==> config.mk <==
export PLATFORM = sky130hd
export DESIGN_NAME = fan_controller_flat
export DESIGN_NICKNAME = d
export VERILOG_FILES = /design/src/rtl/fan_ctrl_pkg.sv /design/src/rtl/fan_controller_if.sv /design/src/rtl/temp_avg_filter.sv /design/src/rtl/fan_controller.sv /design/src/flat_wrapper.sv
export SDC_FILE = /design/constraint.sdc
export NUM_CORES = 1
export LEC_CHECK = 0
export ABC_AREA = 1
export BUFFER_PORTS_ARGS = -buffer_cell sky130_fd_sc_hd__buf_2
export CAP_MARGIN = 20
export CORE_UTILIZATION = 41
export DETAILED_ROUTE_END_ITERATION = 10
export GPL_TIMING_DRIVEN = 0
export SYNTH_ARGS = -nofsm -noshare
export SYNTH_HDL_FRONTEND = slang
export SYNTH_SLANG_ARGS = --single-unit
==> constraint.sdc <==
create_clock -name CLK -period 3.5 [get_ports CLK]
set_input_delay 0.35 -clock CLK [delete_from_list [all_inputs] [get_ports CLK]]
set_output_delay 0.35 -clock CLK [all_outputs]
set_load 0.05 [all_outputs]
==> src/rtl/fan_ctrl_pkg.sv <==
// Shared types and helpers for the fan controller.
//   fan_state_t  : controller FSM state (IDLE/COOL/HEAT)
//   effort_t     : requested effort level (OFF/LOW/MED/HIGH)
//   temp_t       : 7-bit unsigned temperature
//   encode_speed : maps (effort, direction) to the plant's fan_speed code
package fan_ctrl_pkg;

    typedef logic [6:0] temp_t;

    typedef enum logic [1:0] {
        IDLE = 2'd0,
        COOL = 2'd1,
        HEAT = 2'd2
    } fan_state_t;

    typedef enum logic [1:0] {
        OFF  = 2'd0,
        LOW  = 2'd1,
        MED  = 2'd2,
        HIGH = 2'd3
    } effort_t;

    // The plant's speed codes run backwards when heating.
    function automatic logic [1:0] encode_speed(effort_t effort, logic heat);
        logic [1:0] code;
        case (effort)
            LOW:     code = heat ? 2'd3 : 2'd1;
            MED:     code = 2'd2;
            HIGH:    code = heat ? 2'd1 : 2'd3;
            default: code = 2'd0;
        endcase
        return code;
    endfunction

endpackage

==> src/rtl/fan_controller_if.sv <==
// Bus between the plant/host side and the fan controller.
//   master : drives enable, sample_en, temperature, setpoint
//   slave  : drives fan_speed, sign, state_o, filt_temp, filt_valid
interface fan_controller_if;
    import fan_ctrl_pkg::*;

    logic       enable;
    logic       sample_en;
    temp_t      temperature;
    temp_t      setpoint;
    logic [1:0] fan_speed;
    logic       sign;
    logic [1:0] state_o;
    temp_t      filt_temp;
    logic       filt_valid;

    modport master (
        output enable, sample_en, temperature, setpoint,
        input  fan_speed, sign, state_o, filt_temp, filt_valid
    );

    modport slave (
        input  enable, sample_en, temperature, setpoint,
        output fan_speed, sign, state_o, filt_temp, filt_valid
    );
endinterface

==> src/rtl/temp_avg_filter.sv <==
// Temperature smoothing stage.
// Configuration macro FAN_CTRL_FILTER_EN:
//   defined   : 4-sample moving average, valid after 4 samples
//   undefined : registered raw sample, valid after the first sample
// Ports:
//   CLK, RST     : clock, async active-high reset
//   sample_en_i  : accept sample_i this cycle
//   sample_i     : raw temperature
//   filt_o       : filtered temperature (registered)
//   valid_o      : filter primed
module temp_avg_filter
    import fan_ctrl_pkg::*;
(
    input  logic  CLK,
    input  logic  RST,
    input  logic  sample_en_i,
    input  temp_t sample_i,
    output temp_t filt_o,
    output logic  valid_o
);

`ifdef FAN_CTRL_FILTER_EN
    temp_t      tap_q [4];
    temp_t      tap_d [4];
    logic [8:0] sum_q, sum_d;
    logic [2:0] cnt_q, cnt_d;

    // Running sum: add the newest sample, drop the one falling off the end.
    always_comb begin
        tap_d = tap_q;
        sum_d = sum_q;
        cnt_d = cnt_q;
        if (sample_en_i) begin
            tap_d[0] = sample_i;
            tap_d[1] = tap_q[0];
            tap_d[2] = tap_q[1];
            tap_d[3] = tap_q[2];
            sum_d    = sum_q + 9'(sample_i) - 9'(tap_q[3]);
            if (cnt_q != 3'd4)
                cnt_d = cnt_q + 3'd1;
        end
    end

    always_ff @(posedge CLK or posedge RST) begin
        if (RST) begin
            tap_q <= '{default: '0};
            sum_q <= '0;
            cnt_q <= '0;
        end else begin
            tap_q <= tap_d;
            sum_q <= sum_d;
            cnt_q <= cnt_d;
        end
    end

    assign filt_o  = sum_q[8:2];
    assign valid_o = (cnt_q == 3'd4);
`else
    temp_t raw_q;
    logic  valid_q;

    always_ff @(posedge CLK or posedge RST) begin
        if (RST) begin
            raw_q   <= '0;
            valid_q <= 1'b0;
        end else if (sample_en_i) begin
            raw_q   <= sample_i;
            valid_q <= 1'b1;
        end
    end

    assign filt_o  = raw_q;
    assign valid_o = valid_q;
`endif

endmodule

==> src/rtl/fan_controller.sv <==
// Closed-loop thermostat: filtered temperature in, fan command out.
// Optional averaging filter selected by FAN_CTRL_FILTER_EN (see temp_avg_filter).
// Ports:
//   CLK, RST : clock, async active-high reset
//   bus      : fan_controller_if.slave (enable, sample_en, temperature,
//              setpoint in; fan_speed, sign, state_o, filt_temp, filt_valid out)
//
// state | meaning
// IDLE  | inside dead band or disabled, fan off, sign held
// COOL  | temperature above setpoint, sign=0
// HEAT  | temperature below setpoint, sign=1
module fan_controller
    import fan_ctrl_pkg::*;
#(
    parameter int HYST      = 2,
    parameter int BAND_LOW  = 5,
    parameter int BAND_HIGH = 15,
    parameter int MIN_DWELL = 8
) (
    input  logic           CLK,
    input  logic           RST,
    fan_controller_if.slave bus
);

    localparam logic signed [7:0] HYST_S  = 8'(HYST);
    localparam logic [7:0]        BLOW_U  = 8'(BAND_LOW);
    localparam logic [7:0]        BHIGH_U = 8'(BAND_HIGH);
    localparam logic [7:0]        DWELL_U = 8'(MIN_DWELL);

    temp_t filt_temp;
    logic  filt_valid;

    temp_avg_filter u_filter (
        .CLK         (CLK),
        .RST         (RST),
        .sample_en_i (bus.sample_en),
        .sample_i    (bus.temperature),
        .filt_o      (filt_temp),
        .valid_o     (filt_valid)
    );

    // Pipeline stage aligning the control decision with the filter output.
    logic       adv_q, en_q;
    temp_t      sp_q;

    fan_state_t state_q, state_d;
    logic [7:0] dwell_q, dwell_d;
    effort_t    effort_q, effort_d;
    logic       sign_q, sign_d;

    logic signed [7:0] err;
    logic [7:0]        mag;
    logic [7:0]        dwell_inc;
    effort_t           effort_mag;

    assign err        = $signed({1'b0, filt_temp}) - $signed({1'b0, sp_q});
    assign mag        = err[7] ? 8'(-err) : 8'(err);
    assign dwell_inc  = (dwell_q >= DWELL_U) ? DWELL_U : dwell_q + 8'd1;
    assign effort_mag = (mag < BLOW_U) ? LOW : (mag < BHIGH_U) ? MED : HIGH;

    always_ff @(posedge CLK or posedge RST) begin
        if (RST) begin
            adv_q    <= 1'b0;
            en_q     <= 1'b0;
            sp_q     <= '0;
            state_q  <= IDLE;
            dwell_q  <= '0;
            effort_q <= OFF;
            sign_q   <= 1'b0;
        end else begin
            adv_q    <= bus.sample_en;
            en_q     <= bus.enable;
            if (bus.sample_en)
                sp_q <= bus.setpoint;
            state_q  <= state_d;
            dwell_q  <= dwell_d;
            effort_q <= effort_d;
            sign_q   <= sign_d;
        end
    end

    always_comb begin
        state_d  = state_q;
        dwell_d  = dwell_q;
        effort_d = effort_q;
        sign_d   = sign_q;
        if (!en_q) begin
            // Disable wins over dwell and does not need a sample.
            state_d  = IDLE;
            dwell_d  = '0;
            effort_d = OFF;
        end else if (adv_q && filt_valid) begin
            case (state_q)
                IDLE: begin
                    if (err > HYST_S) begin
                        state_d = COOL;
                        sign_d  = 1'b0;
                    end else if (err < -HYST_S) begin
                        state_d = HEAT;
                        sign_d  = 1'b1;
                    end
                end
                // The current sample counts toward dwell before the exit check.
                COOL: if (err <= 8'sd0 && dwell_inc >= DWELL_U) state_d = IDLE;
                HEAT: if (err >= 8'sd0 && dwell_inc >= DWELL_U) state_d = IDLE;
                default: state_d = IDLE;
            endcase
            dwell_d  = (state_d != state_q) ? 8'd0 : dwell_inc;
            effort_d = (state_d == IDLE) ? OFF : effort_mag;
        end
    end

    always_comb begin
        bus.fan_speed  = (state_q == IDLE) ? 2'd0 : encode_speed(effort_q, sign_q);
        bus.sign       = sign_q;
        bus.state_o    = state_q;
        bus.filt_temp  = filt_temp;
        bus.filt_valid = filt_valid;
    end

endmodule
==> src/flat_wrapper.sv <==
// flat-port wrapper written by rule: the top's interface ports become plain ports
module fan_controller_flat import fan_ctrl_pkg::*;
#(
    parameter int HYST      = 2,
    parameter int BAND_LOW  = 5,
    parameter int BAND_HIGH = 15,
    parameter int MIN_DWELL = 8
)
  (CLK, RST, bus_enable, bus_sample_en, bus_temperature, bus_setpoint, bus_fan_speed, bus_sign, bus_state_o, bus_filt_temp, bus_filt_valid);
  fan_controller_if bus_i ();
  input  logic CLK;
  input  logic RST;
  input wire logic [$bits(bus_i.enable)-1:0] bus_enable;
  input wire logic [$bits(bus_i.sample_en)-1:0] bus_sample_en;
  input wire logic [$bits(bus_i.temperature)-1:0] bus_temperature;
  input wire logic [$bits(bus_i.setpoint)-1:0] bus_setpoint;
  output wire logic [$bits(bus_i.fan_speed)-1:0] bus_fan_speed;
  output wire logic [$bits(bus_i.sign)-1:0] bus_sign;
  output wire logic [$bits(bus_i.state_o)-1:0] bus_state_o;
  output wire logic [$bits(bus_i.filt_temp)-1:0] bus_filt_temp;
  output wire logic [$bits(bus_i.filt_valid)-1:0] bus_filt_valid;
  assign bus_i.enable = bus_enable;
  assign bus_i.sample_en = bus_sample_en;
  assign bus_i.temperature = bus_temperature;
  assign bus_i.setpoint = bus_setpoint;
  assign bus_fan_speed = bus_i.fan_speed;
  assign bus_sign = bus_i.sign;
  assign bus_state_o = bus_i.state_o;
  assign bus_filt_temp = bus_i.filt_temp;
  assign bus_filt_valid = bus_i.filt_valid;
  fan_controller #(.HYST(HYST), .BAND_LOW(BAND_LOW), .BAND_HIGH(BAND_HIGH), .MIN_DWELL(MIN_DWELL)) u_core (.CLK(CLK), .RST(RST), .bus(bus_i));
endmodule
==> flow_summary.yaml <==
pwr:
  seq_power_share: 0.326
  power_w: 0.00126
  internal-power_w: 0.000728
  vdd_drop_max_uv: 245
  p_per_area_nw_per_um2: 539
  p_leak_nw: 1.23
  power_frac_clock: 0.228
  p_switching_w: 0.000529
  p_comb_frac: 0.446
  swShare: 0.421
yosys:
  synthTopCellsByArea: "dfrtp_1, nand2_1, inv_1"
  synth_edf_count: 0
  yosys_warnings: 0
  synth_compound_area_frac: 0.0796
  syn-num-nets: 276
  muxShareOfSynthArea: 0.0395
  yosys.area.top_type: "dfrtp_1"
  ys_seq_area_frac: 0.376
  async_reset_ff_frac: 1.00
  synth_most_common_cell: "nand2_1"
  synth-simple-area-share: 0.314
  syn_inst: 247
  synthXorXnorAreaFrac: 0.0295
  synth_area_per_cell_um2: 8.08
  ys_seq_elements: 30
  synth_ff_type: "dfrtp_1"
  yosysTopAreaCellShare: 0.376
  synth_cell_types: 37
  synth_top_family_by_area: "simple AND/OR/NAND/NOR gates"
  netlist_area_um2: 2000
  synth_common_cells: "nand2_1, inv_1, dfrtp_1"
  synth-adder-area-share: 0.0727
clock_tree:
  cts_root_buffer: "clkbuf_8"
  cts_buffers: 5
  clock_sinks: 30
  postCtsSetupBuffers: 0
  h-tree-depth: 2
  cts_buffer_depth: 2
  cts_tree: "done"
  post_cts_resized: 0
  clk_latency_ns: 0.28
  hold_buffers: 0
  path_clk_slew_ns: 0.07
sta:
  period_share: 0.711
  setup_viol_count_final: 0
  rsz0062_at_grt: "no"
  slew_violations: 0
  period_needed_ns: 2.49
  skew_ns: 0.00687
  hold_viol_final: 0
  tns_ns: 0
  max_slew_margin: 0.580
  worst_pin_slew_ns: 0.629
  clock.fmax_mhz: 402
worst_setup_path:
  worstSetupStartpointType: "flip-flop"
  crit_path_end_kind: "flip-flop"
  path_class: "flip-flop to flip-flop"
  worstPathRequired_ns: 3.67
  cp_max_fo: 4
  crit_chain: "inv_1, ha_1, inv_1, fa_1, inv_1, ha_1, inv_1, nor2_2, o21ai_1, nand2_1, nor2_1, nand2_1, nor2_2, nand2_1, nand2_1, o21ai_2"
  arrival_ns: 2.66
  slowest_stage: "fa_1"
  critPathMaxStageDelay_ns: 0.60
final_layout:
  final-seq-area_um2: 751
  multi_input_area_um2: 1070
  final.fill_count: 452
  design_area_um2: 2330
  syn2layout_area_growth_pct: 16.9
  diodes: 0
  stdcell_count: 340
  drive_gt1_frac: 0.283
  fin_util: 0.497
  nets: 314
route:
  drtIter0Drc: 51
  wl_per_cell_um: 11.2
  dr.pass1.iters: 4
  num_vias: 1630
  via_per_inst: 4.79
  drc: 0
  drt_wl_total_mm: 3.82
  ant_nets: 0
status:
  status: "completed"
floorplanning:
  rows: 25
  coreArea_um2: 4690
  die_y_um: 71.8
  die-width_um: 71.8
  ios: 31
  initial_core_util: 0.425
  die-area_um2: 5150
place:
  io_buffer_count: 30
  dpl.cell_count: 332
  placed_area_um2: 2240
  place_hpwl_mm: 3.07
  gp_congestion: 0.794
global_routing:
  grt_max_degree: 18
  grt_pass1_vias: 1563
  grt_use_total: 0.169
  grt_antenna_before_repair: 0
  grt_pass1_wl_mm: 6.73
  grt_remaining_overflow: 0
hold_path:
  holdCritPathClass: "input port to async pin"
run:
  max-cap-violations: 0
-- critical path: cells and delay by family, from the launching register on --
family / cells / cell delay [ns]
adder cells (fa/ha/maj): 3 / 0.97
AND/OR/NAND/NOR: 7 / 0.53
flip-flops: 1 / 0.38
buffers and inverters: 4 / 0.35
AO/OA/AOI/OAI: 2 / 0.15
-- per-stage QoR --
stage | setup slack (ns) | hold WS, ns
final | 1.01 | 0.141
after global routing | 0.736 | 0.170
after CTS | 0.985 | 0.156
after detailed placement | 0.990 | 0.462
after global placement | 1.04 | 0.464
after floorplan | 0.933 | 0.381
-- cell usage in the layout (no fill, tap or decap), types with 3 or more instances in the layout --
master | Yosys | routed
a21oi_1 | 3 | 3
buf_2 | 0 | 30
clkbuf_1 | 2 | 3
clkbuf_8 | 0 | 6
dfrtp_1 | 30 | 30
ha_1 | 10 | 10
inv_1 | 40 | 40
inv_2 | 4 | 4
mux2_2 | 7 | 7
nand2_1 | 53 | 53
nand2_2 | 6 | 6
nand2_4 | 4 | 4
nand3_1 | 14 | 14
nand3_2 | 5 | 5
nand4_1 | 3 | 3
nor2_1 | 24 | 24
nor2_2 | 6 | 6
o21ai_0 | 10 | 10
o21ai_1 | 3 | 3
o21bai_1 | 3 | 3
-- power groups by stage --
stage / logic, W / clock network (W) / registers [W]
6_report: 0.000561 / 0.000286 / 0.000410
5_1_grt: 0.000626 / 0.000314 / 0.000415
4_1_cts: 0.000567 / 0.000298 / 0.000410
3_5_place_dp: 0.000564 / 0 / 0.000416
3_3_place_gp: 0.000555 / 0 / 0.000416
2_1_floorplan: 0.000400 / 0 / 0.000473
-- cell families after synthesis --
kind of cell / after synthesis
flip-flops: 30
AND/OR/NAND/NOR: 122
AO/OA/AOI/OAI: 25
buffers and inverters: 47
adder cells (fa/ha/maj): 11
XOR/XNOR: 5
multiplexers: 7
-- layout make-up --
class	count	share of cell area
Inverter	45	0.0724
Clock inverter	1	0.00215
Clock buffer	7	0.0370
Timing Repair Buffer	31	0.0762
Buffer	2	0.00322
Sequential cell	30	0.322
Multi-Input combinational cell	170	0.458
Tap cell	54	0.0290
-- layer usage --
metal  share of wire  GRT usage  up-vias
met2            0.44      0.258       25
met3           0.028     0.0380        6
li1                -          -      856
met4           0.018     0.0806        0
met1            0.51      0.229      743
met5               0          0        -
-- final timing paths --
path / start / end / slack (ns) / depth (start not counted)
max: u_core.u_filter.filt_o[0] / u_core.effort_q[1] / 1.01 / 16
min: RST / u_core.u_filter.filt_o[0] / 0.14 / 2
max reg2reg: u_core.u_filter.filt_o[0] / u_core.effort_q[1] / 1.01 / 16
min reg2reg: u_core.dwell_q[4] / u_core.dwell_q[4] / 0.50 / 2
max in group asynchronous: RST / u_core.dwell_q[1] / 2.86 / 3
min in group CLK: bus_enable / u_core.en_q / 0.18 / 1
-- registers in the layout (all words and copies together) (netlist names) --
name,flops
u_core.sp_q,7
u_core.effort_q,2
u_core.bus.state_o,2
u_core.u_filter.filt_o,7
u_core.adv_q,1
u_core.bus.sign,1
u_core.dwell_q,8
u_core.en_q,1
u_core.u_filter.valid_o,1
(Power assumes the default switching activity.)
